==> config.mk <==
export PLATFORM = sky130hd
export DESIGN_NAME = iram_port_arbiter_flat
export DESIGN_NICKNAME = d
export VERILOG_FILES = /design/src/rtl/iram_port_arbiter_if.sv /design/src/rtl/iram_port_arbiter.sv /design/src/flat_wrapper.sv
export SDC_FILE = /design/constraint.sdc
export NUM_CORES = 1
export LEC_CHECK = 0
export ABC_AREA = 1
export CAP_MARGIN = 20
export CORE_AREA = 5 5 94 96
export CTS_CLUSTER_DIAMETER = 40
export DETAILED_ROUTE_END_ITERATION = 8
export DIE_AREA = 0 0 99 101
export PLACE_DENSITY_LB_ADDON = 0.15
export SETUP_SLACK_MARGIN = 0.1
export SKIP_CTS_REPAIR_TIMING = 1
export SLEW_MARGIN = 10
export SYNTH_ARGS = -nofsm -noshare
export SYNTH_HDL_FRONTEND = slang
export SYNTH_SLANG_ARGS = --single-unit
==> constraint.sdc <==
create_clock -name clk -period 1.5 [get_ports clk]
set_input_delay 0.15 -clock clk [delete_from_list [all_inputs] [get_ports clk]]
set_output_delay 0.15 -clock clk [all_outputs]
set_load 0.005 [all_outputs]
==> src/rtl/iram_port_arbiter_if.sv <==
// Bus bundle for the instruction-RAM port arbiter: CPU fetch side,
// debug/loader side and the single synchronous RAM port.
interface iram_port_arbiter_if #(
    parameter int RAM_AW = 12
);
    // CPU fetch requester
    logic              if_req;
    logic [31:0]       if_addr;
    logic              if_gnt;
    logic              if_rvalid;
    logic [31:0]       if_rdata;

    // Debug / program-loader requester
    logic              dbg_req;
    logic              dbg_we;
    logic [3:0]        dbg_be;
    logic [31:0]       dbg_addr;
    logic [31:0]       dbg_wdata;
    logic              dbg_gnt;
    logic              dbg_rvalid;
    logic [31:0]       dbg_rdata;
    logic              dbg_err;

    // Instruction RAM port
    logic [RAM_AW-1:0] ram_addr;
    logic [3:0]        ram_we;
    logic [31:0]       ram_din;
    logic [31:0]       ram_dout;

    // Arbiter side
    modport slave (
        input  if_req, if_addr,
        output if_gnt, if_rvalid, if_rdata,
        input  dbg_req, dbg_we, dbg_be, dbg_addr, dbg_wdata,
        output dbg_gnt, dbg_rvalid, dbg_rdata, dbg_err,
        output ram_addr, ram_we, ram_din,
        input  ram_dout
    );

    // Environment side: both requesters plus the RAM model
    modport master (
        output if_req, if_addr,
        input  if_gnt, if_rvalid, if_rdata,
        output dbg_req, dbg_we, dbg_be, dbg_addr, dbg_wdata,
        input  dbg_gnt, dbg_rvalid, dbg_rdata, dbg_err,
        input  ram_addr, ram_we, ram_din,
        output ram_dout
    );
endinterface

==> src/rtl/iram_port_arbiter.sv <==
// Shares the single synchronous instruction-RAM port between the CPU fetch
// stage and the debug/program-loader port. Debug has priority, but after
// DBG_BURST_MAX consecutive debug grants with the CPU waiting, the CPU is
// forced through. Responses come back exactly one cycle after the grant.
module iram_port_arbiter #(
    parameter int ADDR_HI_BITS  = 18,
    parameter int RAM_AW        = 12,
    parameter int DBG_BURST_MAX = 4
) (
    input  logic                 clk,
    input  logic                 rst,
    iram_port_arbiter_if.slave   bus
);

    localparam int CNT_W = $clog2(DBG_BURST_MAX + 1);

    typedef enum logic [1:0] {
        OWN_NONE = 2'd0,
        OWN_CPU  = 2'd1,
        OWN_DBG  = 2'd2
    } owner_e;

    // Grant and address decode
    logic              if_valid;
    logic              dbg_valid;
    logic              if_gnt;
    logic              dbg_gnt;
    logic              any_gnt;
    logic              gnt_valid;
    logic [31:0]       gnt_addr;

    // Burst counter
    logic [CNT_W-1:0]  burst_q;
    logic [CNT_W-1:0]  burst_d;
    logic              burst_full;

    // RAM drive
    logic [RAM_AW-1:0] ram_addr_q;
    logic [RAM_AW-1:0] ram_addr_d;
    logic [3:0]        ram_we_lane;

    // Response owner
    owner_e            owner_q;
    owner_e            owner_d;
    logic              valid_q;
    logic              valid_d;
    logic              wr_q;
    logic              wr_d;

    // Response outputs
    logic              if_rvalid;
    logic [31:0]       if_rdata;
    logic              dbg_rvalid;
    logic [31:0]       dbg_rdata;
    logic              dbg_err;

    // Low byte-offset bits never matter for a word-wide RAM
    logic              unused_addr_bits;
    assign unused_addr_bits = ^{bus.if_addr, bus.dbg_addr};

    // Only the bottom 16 kB is backed by RAM; anything with an upper bit set
    // is out of range.
    assign if_valid  = (bus.if_addr[31 -: ADDR_HI_BITS]  == '0);
    assign dbg_valid = (bus.dbg_addr[31 -: ADDR_HI_BITS] == '0);

    assign burst_full = (burst_q == CNT_W'(DBG_BURST_MAX));

    // Fixed-priority grant: debug first unless the CPU has waited out a full burst
    always_comb begin
        dbg_gnt = 1'b0;
        if_gnt  = 1'b0;
        if (!rst) begin
            if (bus.dbg_req && !(bus.if_req && burst_full)) begin
                dbg_gnt = 1'b1;
            end else if (bus.if_req) begin
                if_gnt = 1'b1;
            end
        end
    end

    assign any_gnt   = if_gnt | dbg_gnt;
    assign gnt_addr  = dbg_gnt ? bus.dbg_addr : bus.if_addr;
    assign gnt_valid = dbg_gnt ? dbg_valid    : if_valid;

    // Count debug grants that made the CPU wait; any CPU grant or idle CPU clears it
    always_comb begin
        burst_d = burst_q;
        if (if_gnt || !bus.if_req) begin
            burst_d = '0;
        end else if (dbg_gnt && !burst_full) begin
            burst_d = burst_q + 1'b1;
        end
    end

    // Burst counter register
    always_ff @(posedge clk or posedge rst) begin
        if (rst) begin
            burst_q <= '0;
        end else begin
            burst_q <= burst_d;
        end
    end

    // RAM address follows the granted requester and holds when idle
    always_comb begin
        ram_addr_d = ram_addr_q;
        if (any_gnt) begin
            ram_addr_d = gnt_addr[RAM_AW+1:2];
        end
    end

    // Remember the last presented address so an idle cycle keeps it stable
    always_ff @(posedge clk or posedge rst) begin
        if (rst) begin
            ram_addr_q <= '0;
        end else begin
            ram_addr_q <= ram_addr_d;
        end
    end

    // Byte-lane write enables: only an in-range debug write touches the RAM
    for (genvar gi = 0; gi < 4; gi++) begin : g_we_lane
        assign ram_we_lane[gi] = dbg_gnt & bus.dbg_we & dbg_valid & bus.dbg_be[gi];
    end

    assign bus.ram_addr = ram_addr_d;
    assign bus.ram_we   = ram_we_lane;
    assign bus.ram_din  = bus.dbg_wdata;
    assign bus.if_gnt   = if_gnt;
    assign bus.dbg_gnt  = dbg_gnt;

    // Response-owner state register, loaded at every edge from this cycle's grant
    always_ff @(posedge clk or posedge rst) begin
        if (rst) begin
            owner_q <= OWN_NONE;
            valid_q <= 1'b0;
            wr_q    <= 1'b0;
        end else begin
            owner_q <= owner_d;
            valid_q <= valid_d;
            wr_q    <= wr_d;
        end
    end

    // Next owner: whoever was granted now gets the response slot next cycle
    always_comb begin
        owner_d = OWN_NONE;
        valid_d = 1'b0;
        wr_d    = 1'b0;
        if (dbg_gnt) begin
            owner_d = OWN_DBG;
            valid_d = dbg_valid;
            wr_d    = bus.dbg_we;
        end else if (if_gnt) begin
            owner_d = OWN_CPU;
            valid_d = if_valid;
        end
    end

    // Route the registered RAM output to the owner; zero everywhere else
    always_comb begin
        if_rvalid  = 1'b0;
        if_rdata   = '0;
        dbg_rvalid = 1'b0;
        dbg_rdata  = '0;
        dbg_err    = 1'b0;
        case (owner_q)
            OWN_CPU: begin
                if_rvalid = 1'b1;
                if (valid_q) begin
                    if_rdata = bus.ram_dout;
                end
            end
            OWN_DBG: begin
                dbg_rvalid = 1'b1;
                dbg_err    = !valid_q;
                if (valid_q && !wr_q) begin
                    dbg_rdata = bus.ram_dout;
                end
            end
            default: begin
            end
        endcase
    end

    assign bus.if_rvalid  = if_rvalid;
    assign bus.if_rdata   = if_rdata;
    assign bus.dbg_rvalid = dbg_rvalid;
    assign bus.dbg_rdata  = dbg_rdata;
    assign bus.dbg_err    = dbg_err;

endmodule

==> src/flat_wrapper.sv <==
// flat-port wrapper written by rule: the top's interface ports become plain ports
module iram_port_arbiter_flat 
#(
    parameter int ADDR_HI_BITS  = 18,
    parameter int RAM_AW        = 12,
    parameter int DBG_BURST_MAX = 4
)
  (clk, rst, bus_if_req, bus_if_addr, bus_if_gnt, bus_if_rvalid, bus_if_rdata, bus_dbg_req, bus_dbg_we, bus_dbg_be, bus_dbg_addr, bus_dbg_wdata, bus_dbg_gnt, bus_dbg_rvalid, bus_dbg_rdata, bus_dbg_err, bus_ram_addr, bus_ram_we, bus_ram_din, bus_ram_dout);
  iram_port_arbiter_if #(.RAM_AW(RAM_AW)) bus_i ();
  input  logic clk;
  input  logic rst;
  input wire logic [$bits(bus_i.if_req)-1:0] bus_if_req;
  input wire logic [$bits(bus_i.if_addr)-1:0] bus_if_addr;
  output wire logic [$bits(bus_i.if_gnt)-1:0] bus_if_gnt;
  output wire logic [$bits(bus_i.if_rvalid)-1:0] bus_if_rvalid;
  output wire logic [$bits(bus_i.if_rdata)-1:0] bus_if_rdata;
  input wire logic [$bits(bus_i.dbg_req)-1:0] bus_dbg_req;
  input wire logic [$bits(bus_i.dbg_we)-1:0] bus_dbg_we;
  input wire logic [$bits(bus_i.dbg_be)-1:0] bus_dbg_be;
  input wire logic [$bits(bus_i.dbg_addr)-1:0] bus_dbg_addr;
  input wire logic [$bits(bus_i.dbg_wdata)-1:0] bus_dbg_wdata;
  output wire logic [$bits(bus_i.dbg_gnt)-1:0] bus_dbg_gnt;
  output wire logic [$bits(bus_i.dbg_rvalid)-1:0] bus_dbg_rvalid;
  output wire logic [$bits(bus_i.dbg_rdata)-1:0] bus_dbg_rdata;
  output wire logic [$bits(bus_i.dbg_err)-1:0] bus_dbg_err;
  output wire logic [$bits(bus_i.ram_addr)-1:0] bus_ram_addr;
  output wire logic [$bits(bus_i.ram_we)-1:0] bus_ram_we;
  output wire logic [$bits(bus_i.ram_din)-1:0] bus_ram_din;
  input wire logic [$bits(bus_i.ram_dout)-1:0] bus_ram_dout;
  assign bus_i.if_req = bus_if_req;
  assign bus_i.if_addr = bus_if_addr;
  assign bus_if_gnt = bus_i.if_gnt;
  assign bus_if_rvalid = bus_i.if_rvalid;
  assign bus_if_rdata = bus_i.if_rdata;
  assign bus_i.dbg_req = bus_dbg_req;
  assign bus_i.dbg_we = bus_dbg_we;
  assign bus_i.dbg_be = bus_dbg_be;
  assign bus_i.dbg_addr = bus_dbg_addr;
  assign bus_i.dbg_wdata = bus_dbg_wdata;
  assign bus_dbg_gnt = bus_i.dbg_gnt;
  assign bus_dbg_rvalid = bus_i.dbg_rvalid;
  assign bus_dbg_rdata = bus_i.dbg_rdata;
  assign bus_dbg_err = bus_i.dbg_err;
  assign bus_ram_addr = bus_i.ram_addr;
  assign bus_ram_we = bus_i.ram_we;
  assign bus_ram_din = bus_i.ram_din;
  assign bus_i.ram_dout = bus_ram_dout;
  iram_port_arbiter #(.ADDR_HI_BITS(ADDR_HI_BITS), .RAM_AW(RAM_AW), .DBG_BURST_MAX(DBG_BURST_MAX)) u_core (.clk(clk), .rst(rst), .bus(bus_i));
endmodule
======== Word-level counts from Yosys, hierarchy flattened ========
Index checks and enable logic that the tools add are counted.
operators by class
  add/sub/neg operators ................... 1
  equality and inequality tests ........... 3
  multiplexer cells ....................... 21
  bitwise operators ....................... 7
  reductions and logical operators ........ 13
operators with widths
  kind                                                 count
  2-to-1 mux 32 bit                                    4
  zero test 18 bit                                     2
  2-to-1 mux 14 bit                                    1
  2-to-1 mux 1 bit                                     12
  2-to-1 mux 12 bit                                    1
  AND 1 bit                                            6
  2-to-1 mux 3 bit                                     2
  zero test 1 bit                                      5
  logical AND 1 bit                                    4
  adder 3 x 1 -> 3 bit, second input constant          1
  equality test 3 bit, second input constant           1
  equality test 2 x 1 -> 1 bit, second input constant  1
  equality test 2 bit, second input constant           1
  2-to-1 mux 2 bit                                     1
  nonzero test 2 bit                                   1
  logical OR 1 bit                                     1
  bitwise OR 1 bit                                     1
storage, ports and cells
  register bits after elaboration ......... 19
  bits of input ports ..................... 137
  output and inout port bits .............. 117
  logic and storage cells ................. 50

======== Longest topological paths before layout ========
Gate-level depths: netlist of the first run.
  depth in word-level cells ............... 9
  mapped depth ............................ 9
  mapped depth without buffers ............ 9

======== Least setup slack after synthesis of the first run ========
No wires, ideal clock.
  path type ............................... reg-to-output
  from .................................... register u_core.burst_q[0]
  to ...................................... output bus_ram_addr[10]
  data arrival time ....................... 1228 ps
  data required time ...................... 1350 ps
  path slack .............................. 122 ps
  stages on the path, launching flop included .. 10
  buffers on the path ..................... 1
  cell sequence ........................... dfrtp_1 > inv_1 > ha_1 > nand3_2 > nand2_2 > nor2_4 > nor2_4 > buf_6 > nand2_1 > nand3_1
on the way
  cells in the longest elaborated chain, start to end .. 8
  elaborated cells on any way between the ends .. 11
  those cells by class .................... eq/ne (1); mux (6); bitwise (1); reduce/logical (3)
ends and longest elaborated chain
  what                                                          line                                              source
  start, declared                                               iram_port_arbiter.sv:33                           logic [CNT_W-1:0] burst_q;
  start signal, assigned                                        iram_port_arbiter.sv:100                          burst_q <= burst_d;
  equality test 3 bit *                                         iram_port_arbiter.sv:66                           assign burst_full = (burst_q == CNT_W'(DBG_BURST_MAX));
  logical AND 1 bit *                                           iram_port_arbiter.sv:73                           if (bus.dbg_req && !(bus.if_req && burst_full)) begin
  zero test 1 bit *                                             iram_port_arbiter.sv:73
  logical AND 1 bit *                                           iram_port_arbiter.sv:73
  2-to-1 mux 1 bit                                              iram_port_arbiter.sv:73
  2-to-1 mux 1 bit                                              iram_port_arbiter.sv:72                           if (!rst) begin
  2-to-1 mux 14 bit / bitwise OR 1 bit (equally long branches)  iram_port_arbiter.sv:82, iram_port_arbiter.sv:81
  2-to-1 mux 12 bit *                                           iram_port_arbiter.sv:107                          if (any_gnt) begin
  end, declared                                                 flat_wrapper.sv:26                                output wire logic [$bits(bus_i.ram_addr)-1:0] bus_ram_addr;
Every way passes the cells marked *; elsewhere a longest branch is shown, timed or not.

======== Worst setup path after layout of the first run ========
  from .................................... register u_core.burst_q[0]
  to ...................................... output bus_ram_addr[4]
The elaborated chain is that of the path after synthesis.

==> metrics.md, run 1 <==
| Metric | Value |
|---|---|
| H-tree Lvls | `1` |
| Die ar. | `10000 sq um` |
| Dpl cells | `554` |
| Rows | `33` |
| Port bufs | `185` |
| Ys async rst share | `100%` |
| Cts bufs inserted | `3` |
| Maximum VDD drop | `0.245 mV` |
| GRT Resource Usage Total | `13.6%` |
| Synth unique cells | `20` |
| Layout cell share with drive strength beyond 1 | `49.1%` |
| P_leak | `2.37 nW` |
| WL/cell | `14.6 microns` |
| Startpoint Class | `flop` |
| Post-route cell area | `4310 sq um` |
| Max FO, Critical Path | `5` |
| CTS Root Cell | `clkbuf_8` |
| Failing checks | `setup timing` |
| Post-synth net total | `424` |
| Placed instance area | `3640 sq um` |
| RSZ-0062 raised after global routing | `yes` |
| Largest net degree at the start of global routing | `35` |
| Clock Pin Slew Worst Setup and Hold Paths | `0.07 ns` |
| DPL Wire Length | `6240 microns` |
| Post-synthesis sequential area ratio | `27.4%` |
| Core footprint | `7970 sq um` |
| Register bit count reported by yosys | `19` |
| # IOs | `254` |
| Crit path DAT | `1.79 ns` |
| Top post-synthesis cells by area | `dfrtp_1, buf_4, nor2_1, nand2_1, inv_1` |
| Most common cell in the netlist | `nor2_1` |
| Top cells by instance count after synthesis | `nor2_1, nand2_1, inv_1, buf_4, nor3_1` |
| Layout Skew | `0.00203 ns` |
| Final WS setup | `-0.437 ns` |
| Post-route ant nets | `0` |
| Slew headroom | `79.6%` |
| Fmax | `516 MHz` |
| Initial core utilization | `21.8%` |
| Synth Instances | `285` |
| Final Wtd Congestion | `0.790` |
| Tcrit/Tclk final | `129%` |
| Pre-CTS WS | `-0.568 ns` |
| DR vias | `2564` |
| WL final | `8790 microns` |
| Number of synthesized flops with an enable pin | `0` |
| Sink Count | `19` |
| Synthesized cell area | `1740 sq um` |
| Max-cap violations | `0` |
| Status | `finished with violations` |
| Max Slew Vio Count | `0` |
| Critical Path End Type | `primary output` |
| Final min period | `1.94 ns` |
| Final setup viols | `75` |
| Synth Flop Type | `dfrtp_1` |
| Layout area overhead | `148%` |
| Clock buffer depth | `2` |
| CTS tree | `built` |
| Detailed Routing Iterations Pass 1 | `4` |
| First-pass GRT wire length | `11100 microns` |
| Die width | `99 microns` |
| Reg2reg path depth | `11` |
| 1st-iter DRT viols | `18` |
| Yosys warning count | `0` |
| Nets | `637` |
| Initial antenna violation count | `1` |
| Vias per cell | `4.25` |
| Hold Fails Final Rpt | `0` |
| Syn_area_per_cell | `6.10 sq um` |
| Synth top area share | `27.4%` |
| Die H | `101 microns` |
| Vias in the first global route | `2336` |
| Synth area leader | `dfrtp_1` |
| # fillers | `767` |
| Worst Hold Class | `primary input to async pin` |
| CP required | `1.35 ns` |
| PD cells | `407 nW/um^2` |
| Final std cells w/o fill | `603` |
| Residual overflow from global routing | `0` |
| Worst Setup Path Type | `flop to primary output` |
| Drt drc | `0` |
| Latest clock arrival within the worst-skew pair | `0.26 ns` |
| Worst slew pin tran | `0.303 ns` |
-- state kept, by name (all words and copies together), names as in the netlist --
name,cells
u_core.ram_addr_q,12
u_core.burst_q,3
u_core.owner_q,2
u_core.valid_q,1
u_core.wr_q,1
-- power breakdown --
group          leakage, nW  total [W]  internal, W  switching, W
clock network       0.0255   0.000356     0.000185      0.000171
registers            0.245   0.000589     0.000559     0.0000307
logic                 2.10   0.000806     0.000503      0.000303
-- logic make-up after synthesis --
kind of cell / after synthesis / share of synthesized area, %
adder cells (fa/ha/maj): 2 / 1.44
AO/OA/AOI/OAI: 3 / 0.864
flip-flops: 19 / 27.4
AND/OR/NAND/NOR: 168 / 41.8
XOR/XNOR: 1 / 0.504
buffers and inverters: 92 / 28.1
-- worst max-delay path, stage by stage, from the launching register on --
cell and delay, ns:
dfrtp_1 0.37, inv_2 0.06, ha_4 0.16, nand3_4 0.06, nand2_4 0.07, nor2_4 0.24
buf_6 0.15, buf_6 0.11, buf_6 0.09, nand2_4 0.03, nand3_2 0.06, clkbuf_2 0.11
-- path summary, 6_finish.rpt --
kind	from	slack, ns	to
setup / recovery	u_core.burst_q[0]	-0.44	bus_ram_addr[4]
hold / removal	rst	0.26	u_core.burst_q[2]
setup reg to reg	u_core.burst_q[0]	-0.20	u_core.ram_addr_q[10]
hold reg to reg	u_core.ram_addr_q[0]	0.49	u_core.ram_addr_q[0]
max in group asynchronous	rst	1.04	u_core.owner_q[0]
min in group clk	bus_dbg_wdata[11]	0.30	bus_ram_din[11]
-- placed cells by master (no fill, tap or decap), drive strengths merged, types with 2 or more instances in the layout --
cell type	count
a21oi	2
buf	109
clkbuf	37
clkdlybuf4s50	100
clkinv	2
dfrtp	19
dlymetal6s2s	9
ha	2
inv	47
nand2	53
nand3	18
nand4	2
nor2	62
nor3	32
-- metrics by stage --
stage                     utilization (%)  power [W]  TNS (ns)  hold slack [ns]
final                                54.0    0.00175     -9.78            0.262
after global routing                 54.0    0.00185    -16.46            0.300
after CTS                            46.2    0.00155    -37.21            0.269
after detailed placement             45.6    0.00119    -14.03            0.300
after global placement               45.6    0.00119    -13.84            0.300
after floorplan                         -   0.000810         0        -0.000514
-- per-layer routing --
layer	global-route usage [%]	wire, microns	vias up	part of all wire, %
met4	2.94	104	2	1.2
met1	12.5	3020	1157	34
li1	-	-	1253	-
met3	6.30	881	14	10
met5	0	7	-	0.080
met2	27.0	4770	138	54
-- area by class of cell --
cell class / count / area [sq um] / share of cell area (%)
multi-input cells: 174 / 1240 / 28.8
flip-flops and latches: 19 / 475 / 11.0
inverters: 48 / 185 / 4.30
diodes: 1 / 2.50 / 0.0581
repair buffers: 252 / 2230 / 51.7
clock buffers: 3 / 41.3 / 0.959
well taps: 105 / 131 / 3.05
clock inverters: 1 / 5.00 / 0.116
Power figures use the tool's default switching activity.
==> inputs of run 2 (changes only) <==
Settings changed: CORE_AREA 5 5 94 96 to 5 5 96 98, DIE_AREA 0 0 99 101 to 0 0 101 103, DONT_BUFFER_PORTS set to 1.
==> run 2 against run 1 <==
The flow still finishes with violations (setup timing). Utilization is 22 points lower. Routed wire length decreased by 11%. Clock power rose by 4%. Largest cell class is now multi-input combinational cells. Largest power group is now sequential cells. Highest routed layer unchanged.
==> metrics.md, run 2 (same netlist as run 1, synthesis figures left out) <==
| Metric | Value |
|---|---|
| Net load switching power | `0.000461 W` |
| H-tree Lvls | `1` |
| Die ar. | `10400 sq um` |
| Register area | `477 sq um` |
| Die width | `101 microns` |
| Crit path DAT | `1.61 ns` |
| Worst slew pin tran | `0.289 ns` |
| DPL Wire Length | `5500 microns` |
| WL final | `7800 microns` |
| Sequential Power Share | `42.7%` |
| CP required | `1.35 ns` |
| CTS Root Cell | `clkbuf_8` |
| Final WS setup | `-0.263 ns` |
| WL/cell | `20.1 microns` |
| Nets | `421` |
| Residual overflow from global routing | `0` |
| Layout area overhead | `53.9%` |
| Gate power share | `30.4%` |
| P_leak | `1.27 nW` |
| Fmax | `567 MHz` |
| Switching share of power | `33.5%` |
| Post-route ant nets | `0` |
| Max reg flops | `12` |
| Startpoint Class | `flop` |
| Critical Path End Type | `primary output` |
| Max FO, Critical Path | `6` |
| Largest net degree at the start of global routing | `35` |
| Maximum VDD drop | `0.308 mV` |
| CTS tree | `built` |
| Setup TNS | `-3.86 ns` |
| Final min period | `1.76 ns` |
| Final std cells w/o fill | `389` |
| Core footprint | `8380 sq um` |
| 1st-iter DRT viols | `23` |
| # fillers | `879` |
| Initial antenna violation count | `1` |
| Tcrit/Tclk final | `118%` |
| Worst Setup Path Type | `flop to primary output` |
| Vias in the first global route | `1566` |
| Dpl cells | `366` |
| Most frequent cells in the layout | `inv_1, nand2_1, nor3_2, nor2_1` |
| Vias per cell | `4.66` |
| Multi-input logic area | `1380 sq um` |
| Drt drc | `0` |
| GRT Resource Usage Total | `10.8%` |
| Final core occ | `31.9%` |
| Rows | `34` |
| Clock buffer depth | `2` |
| Hold Fails Final Rpt | `0` |
| Clock Pin Slew Worst Setup and Hold Paths | `0.08 ns` |
| Power Total | `0.00138 W` |
| Worst Hold Class | `primary input to flop` |
| ANT cells | `0` |
| Final setup viols | `18` |
| Biggest registers after layout | `u_core.ram_addr_q (12), u_core.burst_q (3), u_core.owner_q (2)` |
| PD cells | `515 nW/um^2` |
| Failing checks | `setup timing` |
| DR vias | `1812` |
| Layout Skew | `0.00755 ns` |
| Most flop-heavy register | `u_core.ram_addr_q` |
| Most common cell after layout, fill and taps aside | `inv_1` |
| Initial core utilization | `20.7%` |
| Die H | `103 microns` |
| Max Slew Vio Count | `0` |
| Latest clock arrival within the worst-skew pair | `0.26 ns` |
| Port bufs | `0` |
| Internal power | `0.000917 W` |
| Clock power frac | `26.9%` |
| First-pass GRT wire length | `8530 microns` |
| Layout cell share with drive strength beyond 1 | `51.6%` |
| Slew headroom | `80.6%` |
| # IOs | `254` |
| Cts bufs inserted | `3` |
| Detailed Routing Iterations Pass 1 | `4` |
| Final Wtd Congestion | `0.661` |
| Max-cap violations | `0` |
| Status | `finished with violations` |
| Sink Count | `19` |
| RSZ-0062 raised after global routing | `yes` |
==> run 2: cell types whose count changed in the layout (fill, tap and decap cells not counted), moves of 10 or more <==
cell / previous run / this run
buf_2: 41 / 0
buf_4: 39 / 21
buf_6: 24 / 2
clkbuf_2: 30 / 0
clkdlybuf4s50_1: 100 / 0
nor2_1: 45 / 27
nor2_4: 4 / 14
==> run 2: layout make-up <==
| type | count | area share, % |
|---|---|---|
| Multi-Input combinational cell | 174 | 51.5 |
| Sequential cell | 19 | 17.8 |
| Timing Repair Buffer | 35 | 16.4 |
| Inverter | 48 | 6.92 |
| Tap cell | 108 | 5.05 |
| Clock buffer | 4 | 1.68 |
| Timing Repair inverter | 1 | 0.608 |
==> run 2: final timing paths <==
path                                       from                    to  slack (ns)  cells after the start
max reg2reg                   u_core.burst_q[0]  u_core.ram_addr_q[4]        0.03                      9
max                           u_core.burst_q[0]       bus_ram_addr[0]       -0.26                      9
min reg2reg                u_core.ram_addr_q[0]  u_core.ram_addr_q[0]        0.50                      2
min in group asynchronous                   rst  u_core.ram_addr_q[0]        0.34                      3
min                                  bus_if_req     u_core.burst_q[0]        0.02                      2
max in group asynchronous                   rst        u_core.valid_q        0.92                      3
==> run 2: power groups by stage <==
stage	Combinational (W)	Clock, W	Sequential [W]
2_1_floorplan	0.000232	0	0.000577
3_3_place_gp	0.000229	0	0.000579
3_5_place_dp	0.000233	0	0.000580
4_1_cts	0.000234	0.000388	0.000570
5_1_grt	0.000458	0.000408	0.000593
6_report	0.000419	0.000371	0.000589
==> run 2: per-layer routing <==
layer  share of wire, %  GRT usage, %  up-vias
li1                   -             -      821
met1                 34          12.4      841
met2                 55          19.7      138
met3                 11          2.77       10
met4               0.87          2.97        2
met5               0.15             0        -
==> run 2: worst max-delay path, cell delays in order (launching register included) <==
cell and delay [ns]:
dfrtp_1 0.40, inv_2 0.09, ha_4 0.16, nand3_4 0.07, nand2_4 0.09, nor2_4 0.06, nor2_4 0.16, clkbuf_16 0.20
nand2_1 0.06, nand3_2 0.07
==> run 2: stage by stage <==
| step | hold slack, ns | setup WS [ns] | instance area [sq um] |
|---|---|---|---|
| floorplan | -0.000514 | 0.122 | 1740 |
| global route | 0.0456 | -0.348 | 2680 |
| finish | 0.0196 | -0.263 | 2680 |
| global placement | 0.0914 | -0.0149 | 1720 |
| detailed placement | 0.0953 | -0.0168 | 1720 |
| CTS | -0.190 | -0.311 | 1760 |
